File: src/rtl/multicycle_ctrl_fsm_pkg.sv
// Shared types for the multicycle control FSM: state encoding, opcode
// constants, datapath select encodings and the registered output bundle.
// Optional feature macro: CTRL_JUMP_EN (adds the JAL/JALR states).
package ctrl_pkg;

    typedef enum logic [3:0] {
        S_FETCH, S_DECODE, S_MEMADR, S_MEMRD, S_MEMWB, S_MEMWR,
        S_EXEC_R, S_EXEC_I, S_ALUWB, S_BRANCH, S_LUI,
`ifdef CTRL_JUMP_EN
        S_JAL, S_JALR,
`endif
        S_TRAP
    } state_e;

    localparam logic [6:0] OP_LOAD   = 7'b0000011;
    localparam logic [6:0] OP_STORE  = 7'b0100011;
    localparam logic [6:0] OP_RTYPE  = 7'b0110011;
    localparam logic [6:0] OP_ITYPE  = 7'b0010011;
    localparam logic [6:0] OP_BRANCH = 7'b1100011;
    localparam logic [6:0] OP_LUI    = 7'b0110111;
    localparam logic [6:0] OP_JAL    = 7'b1101111;
    localparam logic [6:0] OP_JALR   = 7'b1100111;

    typedef enum logic [1:0] {ALU_ADD = 2'b00, ALU_SUB = 2'b01, ALU_RTYPE = 2'b10, ALU_ITYPE = 2'b11} alu_op_e;
    typedef enum logic [1:0] {SRCA_PC = 2'b00, SRCA_RS1 = 2'b01, SRCA_ZERO = 2'b10} src_a_e;
    typedef enum logic [1:0] {SRCB_RS2 = 2'b00, SRCB_FOUR = 2'b01, SRCB_IMM = 2'b10} src_b_e;
    typedef enum logic [1:0] {M2R_ALU = 2'b00, M2R_MDR = 2'b01, M2R_PC = 2'b10} m2r_e;
    typedef enum logic [1:0] {PCSRC_ALU = 2'b00, PCSRC_ALUOUT = 2'b01} pcsrc_e;

    typedef struct packed {
        logic    reg_write;
        logic    mem_read;
        logic    mem_write;
        logic    iord;
        logic    ir_write;
        logic    pc_write;
        logic    pc_write_cond;
        logic    branch_ne;
        logic    illegal;
        src_a_e  alu_src_a;
        src_b_e  alu_src_b;
        alu_op_e alu_op;
        m2r_e    mem_to_reg;
        pcsrc_e  pc_source;
    } ctrl_out_t;

    // DECODE dispatch; unknown opcodes and non-BEQ/BNE branches trap
    function automatic state_e decode_op(logic [6:0] op, logic [2:0] f3);
        state_e s;
        case (op)
            OP_LOAD, OP_STORE: s = S_MEMADR;
            OP_RTYPE:          s = S_EXEC_R;
            OP_ITYPE:          s = S_EXEC_I;
            OP_BRANCH:         s = (f3[2:1] == 2'b00) ? S_BRANCH : S_TRAP;
            OP_LUI:            s = S_LUI;
`ifdef CTRL_JUMP_EN
            OP_JAL:            s = S_JAL;
            OP_JALR:           s = S_JALR;
`endif
            default:           s = S_TRAP;
        endcase
        return s;
    endfunction

    // States that are stretched by memory wait cycles
    function automatic logic is_wait_state(state_e s);
        return (s == S_FETCH) || (s == S_MEMRD) || (s == S_MEMWR);
    endfunction

endpackage

File: src/rtl/multicycle_ctrl_fsm_if.sv
// Instruction-register fields in, datapath enables/selects out.
interface multicycle_ctrl_fsm_if;
    logic [6:0] opcode;
    logic [2:0] funct3;
    logic       RegWrite, MemRead, MemWrite, IorD, IRWrite, PCWrite, PCWriteCond;
    logic       BranchNE, Illegal;
    logic [1:0] ALUSrcA, ALUSrcB, ALUOp, MemtoReg, PCSource;

    // Controller side
    modport master (
        input  opcode, funct3,
        output RegWrite, MemRead, MemWrite, IorD, IRWrite, PCWrite, PCWriteCond,
               BranchNE, Illegal, ALUSrcA, ALUSrcB, ALUOp, MemtoReg, PCSource
    );
    // Datapath side
    modport slave (
        output opcode, funct3,
        input  RegWrite, MemRead, MemWrite, IorD, IRWrite, PCWrite, PCWriteCond,
               BranchNE, Illegal, ALUSrcA, ALUSrcB, ALUOp, MemtoReg, PCSource
    );
endinterface

File: src/rtl/multicycle_ctrl_fsm_mem_wait_ctr.sv
// Wait-cycle counter for memory-access states. Counts from 0 up to MAX;
// done flags the last cycle of the state, done_nxt flags it one cycle
// early so the registered outputs can pulse on that last cycle.
module mem_wait_ctr #(
    parameter int unsigned MAX = 0
) (
    input  logic clk,
    input  logic reset_n,
    input  logic clr,
    input  logic en,
    output logic done,
    output logic done_nxt
);
    localparam logic [3:0] MAX4 = 4'(MAX);

    logic [3:0] cnt_q, cnt_d;

    // Clear on state entry, otherwise advance while the state is held
    always_comb begin
        cnt_d = cnt_q;
        if (clr)
            cnt_d = '0;
        else if (en && !done)
            cnt_d = cnt_q + 4'd1;
    end

    assign done     = (cnt_q == MAX4);
    assign done_nxt = (cnt_d == MAX4);

    // Counter register
    always_ff @(posedge clk or negedge reset_n) begin
        if (!reset_n) cnt_q <= '0;
        else          cnt_q <= cnt_d;
    end
endmodule

File: src/rtl/multicycle_ctrl_fsm.sv
// Main control FSM of the multicycle RISC-V core. Outputs are registered
// from the next state, so they line up with the state they describe and
// drop asynchronously on reset. run_q holds the FSM in FETCH for the first
// edge after reset so that edge starts the first FETCH cycle.
// Optional feature macro: CTRL_JUMP_EN (JAL/JALR support).
module multicycle_ctrl_fsm
    import ctrl_pkg::*;
#(
    parameter int unsigned MEM_WAIT = 0
) (
    input logic                  clk,
    input logic                  reset_n,
    multicycle_ctrl_fsm_if.master bus
);
    state_e    state_q, state_d;
    ctrl_out_t out_q, out_d;
    logic      run_q;
    logic      done, done_nxt, cnt_clr, cnt_en;

    assign cnt_en  = run_q && is_wait_state(state_q);
    assign cnt_clr = !run_q || (state_d != state_q);

    mem_wait_ctr #(.MAX(MEM_WAIT)) u_wait (
        .clk      (clk),
        .reset_n  (reset_n),
        .clr      (cnt_clr),
        .en       (cnt_en),
        .done     (done),
        .done_nxt (done_nxt)
    );

    // Next-state logic
    always_comb begin
        state_d = state_q;
        if (!run_q) begin
            state_d = S_FETCH;
        end else begin
            case (state_q)
                S_FETCH:  if (done) state_d = S_DECODE;
                S_DECODE: state_d = decode_op(bus.opcode, bus.funct3);
                S_MEMADR: state_d = (bus.opcode == OP_STORE) ? S_MEMWR : S_MEMRD;
                S_MEMRD:  if (done) state_d = S_MEMWB;
                S_MEMWR:  if (done) state_d = S_FETCH;
                S_EXEC_R, S_EXEC_I, S_LUI:   state_d = S_ALUWB;
                S_MEMWB, S_ALUWB, S_BRANCH:  state_d = S_FETCH;
`ifdef CTRL_JUMP_EN
                S_JAL, S_JALR:               state_d = S_FETCH;
`endif
                default:                     state_d = state_q;
            endcase
        end
    end

    // Moore decode of the state being entered
    always_comb begin
        out_d = '0;
        case (state_d)
            S_FETCH: begin
                out_d.mem_read  = 1'b1;
                out_d.alu_src_b = SRCB_FOUR;
                out_d.ir_write  = done_nxt;
                out_d.pc_write  = done_nxt;
            end
            S_DECODE: out_d.alu_src_b = SRCB_IMM;
            S_MEMADR: begin
                out_d.alu_src_a = SRCA_RS1;
                out_d.alu_src_b = SRCB_IMM;
            end
            S_MEMRD: begin
                out_d.mem_read = 1'b1;
                out_d.iord     = 1'b1;
            end
            S_MEMWB: begin
                out_d.reg_write  = 1'b1;
                out_d.mem_to_reg = M2R_MDR;
            end
            S_MEMWR: begin
                out_d.mem_write = 1'b1;
                out_d.iord      = 1'b1;
            end
            S_EXEC_R: begin
                out_d.alu_src_a = SRCA_RS1;
                out_d.alu_op    = ALU_RTYPE;
            end
            S_EXEC_I: begin
                out_d.alu_src_a = SRCA_RS1;
                out_d.alu_src_b = SRCB_IMM;
                out_d.alu_op    = ALU_ITYPE;
            end
            S_LUI: begin
                out_d.alu_src_a = SRCA_ZERO;
                out_d.alu_src_b = SRCB_IMM;
            end
            S_ALUWB: out_d.reg_write = 1'b1;
            S_BRANCH: begin
                out_d.alu_src_a     = SRCA_RS1;
                out_d.alu_op        = ALU_SUB;
                out_d.pc_write_cond = 1'b1;
                out_d.pc_source     = PCSRC_ALUOUT;
                out_d.branch_ne     = bus.funct3[0];
            end
`ifdef CTRL_JUMP_EN
            S_JAL: begin
                out_d.pc_write   = 1'b1;
                out_d.pc_source  = PCSRC_ALUOUT;
                out_d.reg_write  = 1'b1;
                out_d.mem_to_reg = M2R_PC;
            end
            S_JALR: begin
                out_d.alu_src_a  = SRCA_RS1;
                out_d.alu_src_b  = SRCB_IMM;
                out_d.pc_write   = 1'b1;
                out_d.reg_write  = 1'b1;
                out_d.mem_to_reg = M2R_PC;
            end
`endif
            S_TRAP:  out_d.illegal = 1'b1;
            default: out_d = '0;
        endcase
    end

    // State and output registers
    always_ff @(posedge clk or negedge reset_n) begin
        if (!reset_n) begin
            state_q <= S_FETCH;
            run_q   <= 1'b0;
            out_q   <= '0;
        end else begin
            state_q <= state_d;
            run_q   <= 1'b1;
            out_q   <= out_d;
        end
    end

    assign bus.RegWrite    = out_q.reg_write;
    assign bus.MemRead     = out_q.mem_read;
    assign bus.MemWrite    = out_q.mem_write;
    assign bus.IorD        = out_q.iord;
    assign bus.IRWrite     = out_q.ir_write;
    assign bus.PCWrite     = out_q.pc_write;
    assign bus.PCWriteCond = out_q.pc_write_cond;
    assign bus.BranchNE    = out_q.branch_ne;
    assign bus.Illegal     = out_q.illegal;
    assign bus.ALUSrcA     = out_q.alu_src_a;
    assign bus.ALUSrcB     = out_q.alu_src_b;
    assign bus.ALUOp       = out_q.alu_op;
    assign bus.MemtoReg    = out_q.mem_to_reg;
    assign bus.PCSource    = out_q.pc_source;
endmodule

File: src/flat_wrapper.sv
// flat-port wrapper written by rule: the top's interface ports become plain ports
module multicycle_ctrl_fsm_flat import ctrl_pkg::*;
#(
    parameter int unsigned MEM_WAIT = 0
)
  (clk, reset_n, bus_opcode, bus_funct3, bus_RegWrite, bus_MemRead, bus_MemWrite, bus_IorD, bus_IRWrite, bus_PCWrite, bus_PCWriteCond, bus_BranchNE, bus_Illegal, bus_ALUSrcA, bus_ALUSrcB, bus_ALUOp, bus_MemtoReg, bus_PCSource);
  multicycle_ctrl_fsm_if bus_i ();
  input logic clk;
  input logic reset_n;
  input wire logic [$bits(bus_i.opcode)-1:0] bus_opcode;
  input wire logic [$bits(bus_i.funct3)-1:0] bus_funct3;
  output wire logic [$bits(bus_i.RegWrite)-1:0] bus_RegWrite;
  output wire logic [$bits(bus_i.MemRead)-1:0] bus_MemRead;
  output wire logic [$bits(bus_i.MemWrite)-1:0] bus_MemWrite;
  output wire logic [$bits(bus_i.IorD)-1:0] bus_IorD;
  output wire logic [$bits(bus_i.IRWrite)-1:0] bus_IRWrite;
  output wire logic [$bits(bus_i.PCWrite)-1:0] bus_PCWrite;
  output wire logic [$bits(bus_i.PCWriteCond)-1:0] bus_PCWriteCond;
  output wire logic [$bits(bus_i.BranchNE)-1:0] bus_BranchNE;
  output wire logic [$bits(bus_i.Illegal)-1:0] bus_Illegal;
  output wire logic [$bits(bus_i.ALUSrcA)-1:0] bus_ALUSrcA;
  output wire logic [$bits(bus_i.ALUSrcB)-1:0] bus_ALUSrcB;
  output wire logic [$bits(bus_i.ALUOp)-1:0] bus_ALUOp;
  output wire logic [$bits(bus_i.MemtoReg)-1:0] bus_MemtoReg;
  output wire logic [$bits(bus_i.PCSource)-1:0] bus_PCSource;
  assign bus_i.opcode = bus_opcode;
  assign bus_i.funct3 = bus_funct3;
  assign bus_RegWrite = bus_i.RegWrite;
  assign bus_MemRead = bus_i.MemRead;
  assign bus_MemWrite = bus_i.MemWrite;
  assign bus_IorD = bus_i.IorD;
  assign bus_IRWrite = bus_i.IRWrite;
  assign bus_PCWrite = bus_i.PCWrite;
  assign bus_PCWriteCond = bus_i.PCWriteCond;
  assign bus_BranchNE = bus_i.BranchNE;
  assign bus_Illegal = bus_i.Illegal;
  assign bus_ALUSrcA = bus_i.ALUSrcA;
  assign bus_ALUSrcB = bus_i.ALUSrcB;
  assign bus_ALUOp = bus_i.ALUOp;
  assign bus_MemtoReg = bus_i.MemtoReg;
  assign bus_PCSource = bus_i.PCSource;
  multicycle_ctrl_fsm #(.MEM_WAIT(MEM_WAIT)) u_core (.clk(clk), .reset_n(reset_n), .bus(bus_i));
endmodule
File: config.mk
export PLATFORM = sky130hd
export DESIGN_NAME = multicycle_ctrl_fsm_flat
export DESIGN_NICKNAME = d
export VERILOG_FILES = /design/src/rtl/multicycle_ctrl_fsm_pkg.sv /design/src/rtl/multicycle_ctrl_fsm_if.sv /design/src/rtl/multicycle_ctrl_fsm_mem_wait_ctr.sv /design/src/rtl/multicycle_ctrl_fsm.sv /design/src/flat_wrapper.sv
export SDC_FILE = /design/constraint.sdc
export NUM_CORES = 1
export LEC_CHECK = 0
export CAP_MARGIN = 5
export CELL_PAD_IN_SITES_DETAIL_PLACEMENT = 1
export CELL_PAD_IN_SITES_GLOBAL_PLACEMENT = 1
export CORE_MARGIN = 2
export CORE_UTILIZATION = 30
export DETAILED_ROUTE_END_ITERATION = 8
export GPL_ROUTABILITY_DRIVEN = 0
export PLACE_DENSITY_LB_ADDON = 0.1
export SLEW_MARGIN = 20
export SYNTH_ARGS = -nofsm -noshare
export SYNTH_HDL_FRONTEND = slang
export SYNTH_HIERARCHICAL = 1
export SYNTH_SLANG_ARGS = --single-unit
File: constraint.sdc
create_clock -name clk -period 2.6 [get_ports clk]
set_clock_uncertainty 0.15 [all_clocks]
set_input_delay 0.26 -clock clk [delete_from_list [all_inputs] [get_ports clk]]
set_output_delay 0.26 -clock clk [all_outputs]
set_load 0.02 [all_outputs]
Word-level counts from Yosys, hierarchy flattened
Index checks and enable logic that the tools add are counted.

word-level totals
  register bits = 26
  bits of input ports = 12
  output and inout bits = 19
  word-level logic and storage cells = 88

cells by class
  add/subtract/negate cells = 1
  equal/unequal tests = 28
  multiplexer cells = 22
  reductions and logical operators = 20

operators by type and width
  kind                 number
  $eq 4x3->1 const B   8
  $eq 4x4->1 const B   7
  $pmux 4 s7           1
  $mux 4               6
  $eq 7x6->1 const B   3
  $pmux 4 s5           1
  $eq 4x2->1 const B   4
  $logic_not 4->1      4
  $eq 4x1->1 const B   2
  $pmux 2 s2           2
  $reduce_or 2->1      4
  $reduce_or 4->1      2
  $eq 7x2->1 const B   1
  $eq 7x5->1 const B   1
  $eq 7x7->1 const B   1
  $mux 1               7
  $mux 2               3
  $pmux 2 s3           1
  $reduce_or 3->1      2
  $add 4x1->4 const B  1
  $ne 4x4->1           1
  $logic_or 1x1->1     3
  $mux 3               1
  $logic_and 1x1->1    2
  2 further kinds      3

Depth between registers and ports, before layout
  depth after elaboration = 10
  gate-level depth with buffers = 16
  gate-level depth less buffers = 16

Modules after synthesis
The synthesis kept the hierarchy.

by module, submodules not included
  module               instances  cells each  area each (µm²)  seq. area each (µm²)
  multicycle_ctrl_fsm  1          114         1,128.6          500.5
  mem_wait_ctr         1          25          267.8            100.1

Least setup slack after synthesis
Ideal clock, no wire load.

  path kind = register -> register
  from = register u_core.u_wait.cnt_q[0]
  to = register u_core.out_q (netlist bit u_core/bus.IRWrite)
  setup time = 0.086 ns
  arrival = 2.708 ns
  data required time = 2.364 ns
  path slack = -0.344 ns
  cell stages (with the launch flop) = 16
  path buffers = 0
  clock period less this slack = 2.944 ns
  cells stage by stage = dfrtp_1 -> inv_1 -> ha_1 -> nand2b_4 -> nor2_1 -> nor3b_1 -> o211a_1 -> or3_4 -> a31oi_1 -> o21ai_0 -> nand4b_1 -> nor2_1 -> mux2_4 -> nor4_2 -> inv_1 -> nor3_1

on the way
  longest elaborated chain between the ends = 9

ends and longest elaborated chain
  element                           RTL line                                                                         text
  from (decl)                       multicycle_ctrl_fsm_mem_wait_ctr.sv:16                                           logic [3:0] cnt_q, cnt_d;
  from (signal assigned)            multicycle_ctrl_fsm_mem_wait_ctr.sv:33                                           else cnt_q <= cnt_d;
  $logic_not 4->1 (*)               multicycle_ctrl_fsm_mem_wait_ctr.sv:27                                           assign done = (cnt_q == MAX4);
  named net u_core.done             multicycle_ctrl_fsm.sv:18                                                        logic done, done_nxt, cnt_clr, cnt_en;
  $mux 4 (on tied branches)         multicycle_ctrl_fsm.sv:43, multicycle_ctrl_fsm.sv:39, multicycle_ctrl_fsm.sv:42
  $pmux 4 s7 (*)                    multicycle_ctrl_fsm.sv:38                                                        case (state_q)
  $mux 4 (*)                        multicycle_ctrl_fsm.sv:35                                                        if (!run_q) begin
  $ne 4x4->1 (*)                    multicycle_ctrl_fsm.sv:21                                                        assign cnt_clr = !run_q || (state_d != state_q);
  $logic_or 1x1->1 (*)              multicycle_ctrl_fsm.sv:21
  named net u_core.cnt_clr          multicycle_ctrl_fsm.sv:18
  $mux 4 (*)                        multicycle_ctrl_fsm_mem_wait_ctr.sv:21                                           if (clr)
  named net u_core.u_wait.cnt_d[0]  multicycle_ctrl_fsm_mem_wait_ctr.sv:16
  $logic_not 4->1 (*)               multicycle_ctrl_fsm_mem_wait_ctr.sv:28                                           assign done_nxt = (cnt_d == MAX4);
  named net u_core.done_nxt         multicycle_ctrl_fsm.sv:18
  $mux 2 (*)                        multicycle_ctrl_fsm.sv:57                                                        case (state_d)
  to (signal assigned)              multicycle_ctrl_fsm.sv:131                                                       out_q <= out_d;
  to (decl)                         multicycle_ctrl_fsm.sv:16                                                        ctrl_out_t out_q, out_d;

The timed path passes the listed nets; every way through them passes the cells marked *.

Final worst setup path
Ends and elaborated chain as after synthesis.

==> summary.txt <==
Pwr
  – Max IR drop VDD: 0.324 mV
  – Leak: 0.999 nW
  – Int Pwr: 904 uW
  – PD cells: 643 nW/um2
  – Combinational fraction of design power: 48.3%
  – Sw power: 486 uW
  – Switching part of the total: 35.0%
  – Tot Pwr: 1.39 mW
  – Part of the power in registers: 33.7%
  – Clock share of power: 18.0%

Clock network
  – CTS sink cnt: 24
  – Root Buffer: clkbuf_8
  – Clock-pin slew on the worst setup and hold paths: 0.08 ns
  – Deepest clock path buffer count: 2
  – CTS tree: built
  – H-tree depth: 1
  – TritonCTS buffer count: 3
  – Clk_lat worst skew: 0.26 ns

Floorplanning
  – Die Y: 72.2 um
  – Core ar.: 4410 um2
  – Die X: 72.2 um
  – Total die area: 5220 um2
  – Starting Density: 31.6%
  – # rows: 24
  – Total I/O pin count: 31

Critical path
  – Critical path depth in cells: 16
  – R2R Setup Slk: -0.27 ns
  – CP Buf/Inv Count: 3
  – Critical-path cell list: inv_2, ha_4, nand2b_4, nor2_4, and3b_1, o211a_1, or3_4, a31oi_1, o21ai_1, nand4b_1, buf_4, nor2_1, mux2_4, nor4_4, inv_1, nor3_2
  – Critical path type: reg2reg
  – Critical Path RT: 2.64 ns
  – CP Capture Point: u_core/bus.IRWrite$_DFF_PN0_
  – Critical Path Fanout Max: 4
  – Critical path capture point type: flop
  – Critical Path Start Type: flop
  – FF-to-FF Start: u_core/u_wait/cnt_q[0]$_DFF_PN0_
  – FF-to-FF End: u_core/bus.IRWrite$_DFF_PN0_
  – Crit-path slowest cell: dfrtp_1
  – Worst setup path start: u_core/u_wait/cnt_q[0]$_DFF_PN0_
  – Crit path max-delay family: simple AND/OR/NAND/NOR gates
  – Cells on worst reg2reg path: 16
  – CP peak stage delay: 0.37 ns
  – Critical Path AT: 2.91 ns

Detailed routing
  – Initial drt markers: 15
  – Router iterations before antenna repair: 4
  – DRC: 0
  – Wire per inst: 14.7 um
  – Post-DR vias/cell: 4.83
  – Vias: 1257
  – DRT antenna net count: 0
  – Final WL: 3830 um

Synth
  – Yosys top cell area share: 43.0%
  – Ys async rst share: 100%
  – Number of library cell types mapped by synthesis: 53
  – Number of synthesis warnings: 6
  – Mean Syn Cell Area: 10.0 um2
  – Syn Std Cell Area: 1400 um2
  – Main area contributors after synthesis: dfrtp_1 43%, nor2_1 3.8%, buf_4 2.7%
  – Yosys top cell by area: dfrtp_1
  – Post-synth EDFFs: 0
  – Main synth FF type: dfrtp_1
  – Seq cells post-synth: 24
  – Cell count after synthesis: 139
  – Register area share after synthesis: 43.0%

Run
  – Total of max-cap violations: 0

Finish
  – Share of cells above drive strength 1: 36.5%
  – Antenna diodes: 0
  – Synth-to-layout area growth: 54.7%
  – Fill cell count: 486
  – Finished Layout Cells: 260
  – Final Core Density: 49.0%
  – # nets final: 223

Global routing
  – Antenna violations before repair: 0
  – First-pass GRT wire length: 6220 um
  – Largest net degree at the start of global routing: 25
  – Gr usage total: 15.2%
  – Remaining global-route overflow: 0
  – Vias in the first global route: 1411

Timing
  – WHS: 0.192 ns
  – Worst setup margin: -0.266 ns
  – Final Hold Vio Count: 0
  – Fin crit period: 2.87 ns
  – Tcrit/Tclk final: 110%
  – Fmax: 0.349 GHz
  – Final number of max-transition violations: 0
  – RSZ-0062 raised after global routing: true
  – Final setup fails: 10

Status
  – Violated checks: setup timing
  – Status: finished, violations left

Placed design
  – Dpl cells: 246
  – Port-buffer cells: 28
  – Post-place setup slack: -0.370 ns
  – DP HPWL: 2950 um

Worst hold path
  – Worst hold path type: in2async
## cells by family after synthesis
kind of cell	after synthesis	share of synthesized area (%)
mux	4	3.32
other cells	2	0.538
flops	24	43.0
fa+ha+maj	3	2.51
compound gates	29	15.8
simple gates	56	25.7
buf+inv	17	6.63
xor+xnor	4	2.51
## placed cells by master (no fill, tap or decap), drive strengths merged, types with 4 or more instances in the layout
master	synthesis	layout
buf	8	44
nand2b	6	6
clkbuf	0	4
a21oi	7	7
nor2	14	14
clkdlybuf4s50	0	28
inv	9	9
nor3	4	4
o21ai	9	9
dfrtp	24	24
nand2	8	8
## synthesized netlist by cell type, types with 3 or more instances
library cell / n
o21ai_0: 7
nand2b_1: 5
nor2_1: 14
buf_4: 5
a21oi_1: 5
dfrtp_1: 24
nand2_1: 8
inv_1: 7
nor3_1: 3
## power by group through the flow
stage	combinational (mW)	clock, mW	sequential, mW
after floorplan	0.294	0	0.518
after global routing	0.727	0.277	0.476
after global placement	0.607	0	0.472
final	0.671	0.251	0.468
after CTS	0.650	0.262	0.468
after detailed placement	0.620	0	0.476
## worst min-delay path by stage
stage	startpoint	end	slack, ns	cells past startpoint
after floorplan	reset_n	u_core/bus.ALUOp[0]$_DFF_PN0_	-0.19	0
after global placement	reset_n	u_core/u_wait/cnt_q[1]$_DFF_PN0_	0.48	2
after detailed placement	reset_n	u_core/u_wait/cnt_q[3]$_DFF_PN0_	0.50	2
after CTS	reset_n	u_core/u_wait/cnt_q[3]$_DFF_PN0_	0.20	2
after global routing	reset_n	u_core/u_wait/cnt_q[0]$_DFF_PN0_	0.23	2
final	reset_n	u_core/u_wait/cnt_q[0]$_DFF_PN0_	0.19	2
## metrics by stage
stage                     area, um2  setup TNS (ns)
after floorplan                1410          -0.103
after global placement         1950          -0.787
after detailed placement       1950           -1.25
after CTS                      2090          -0.813
after global routing           2160           -2.67
final                          2160           -1.34
## routing by layer
layer	vias to the layer above	routed length, um	GRT usage [%]
met5	-	0	0
met4	0	12	2.52
met3	2	132	3.19
met2	24	2130	29.3
met1	609	1560	17.2
li1	622	-	-
## state kept, by name (all words and copies together) (netlist names), 2 cells and up
name and count:
u_core/state_q 4, u_core/u_wait/cnt_q 4, u_core/bus.ALUOp 2, u_core/bus.ALUSrcA 2, u_core/bus.ALUSrcB 2
## worst register-to-register path, delay by kind of cell (launching register included)
kind	cells	cell delay, ns
and+or+nand+nor	8	1.05
AOI/OAI and AO/OA	3	0.51
DFF	1	0.37
adders and majority gates	1	0.16
muxes	1	0.28
buffers and inverters	3	0.27
## cell type report
class	count	area (um2)	area share (%)
Inverter	9	33.8	1.56
Tap cell	52	65.1	3.01
Sequential cell	24	601	27.8
Clock buffer	4	55.1	2.55
Timing Repair Buffer	72	622	28.8
Multi-Input combinational cell	99	785	36.3
## repair_timing
action                                 4_1_cts  5_1_grt
pin swaps                                    7        6
endpoints found under the hold margin        0        0
hold buffers                                 0        0
setup endpoints to repair                    7       13
gates resized for setup                      7        8
buffers inserted                             6        4
No activity file was read; power rests on OpenSTA's default activity.
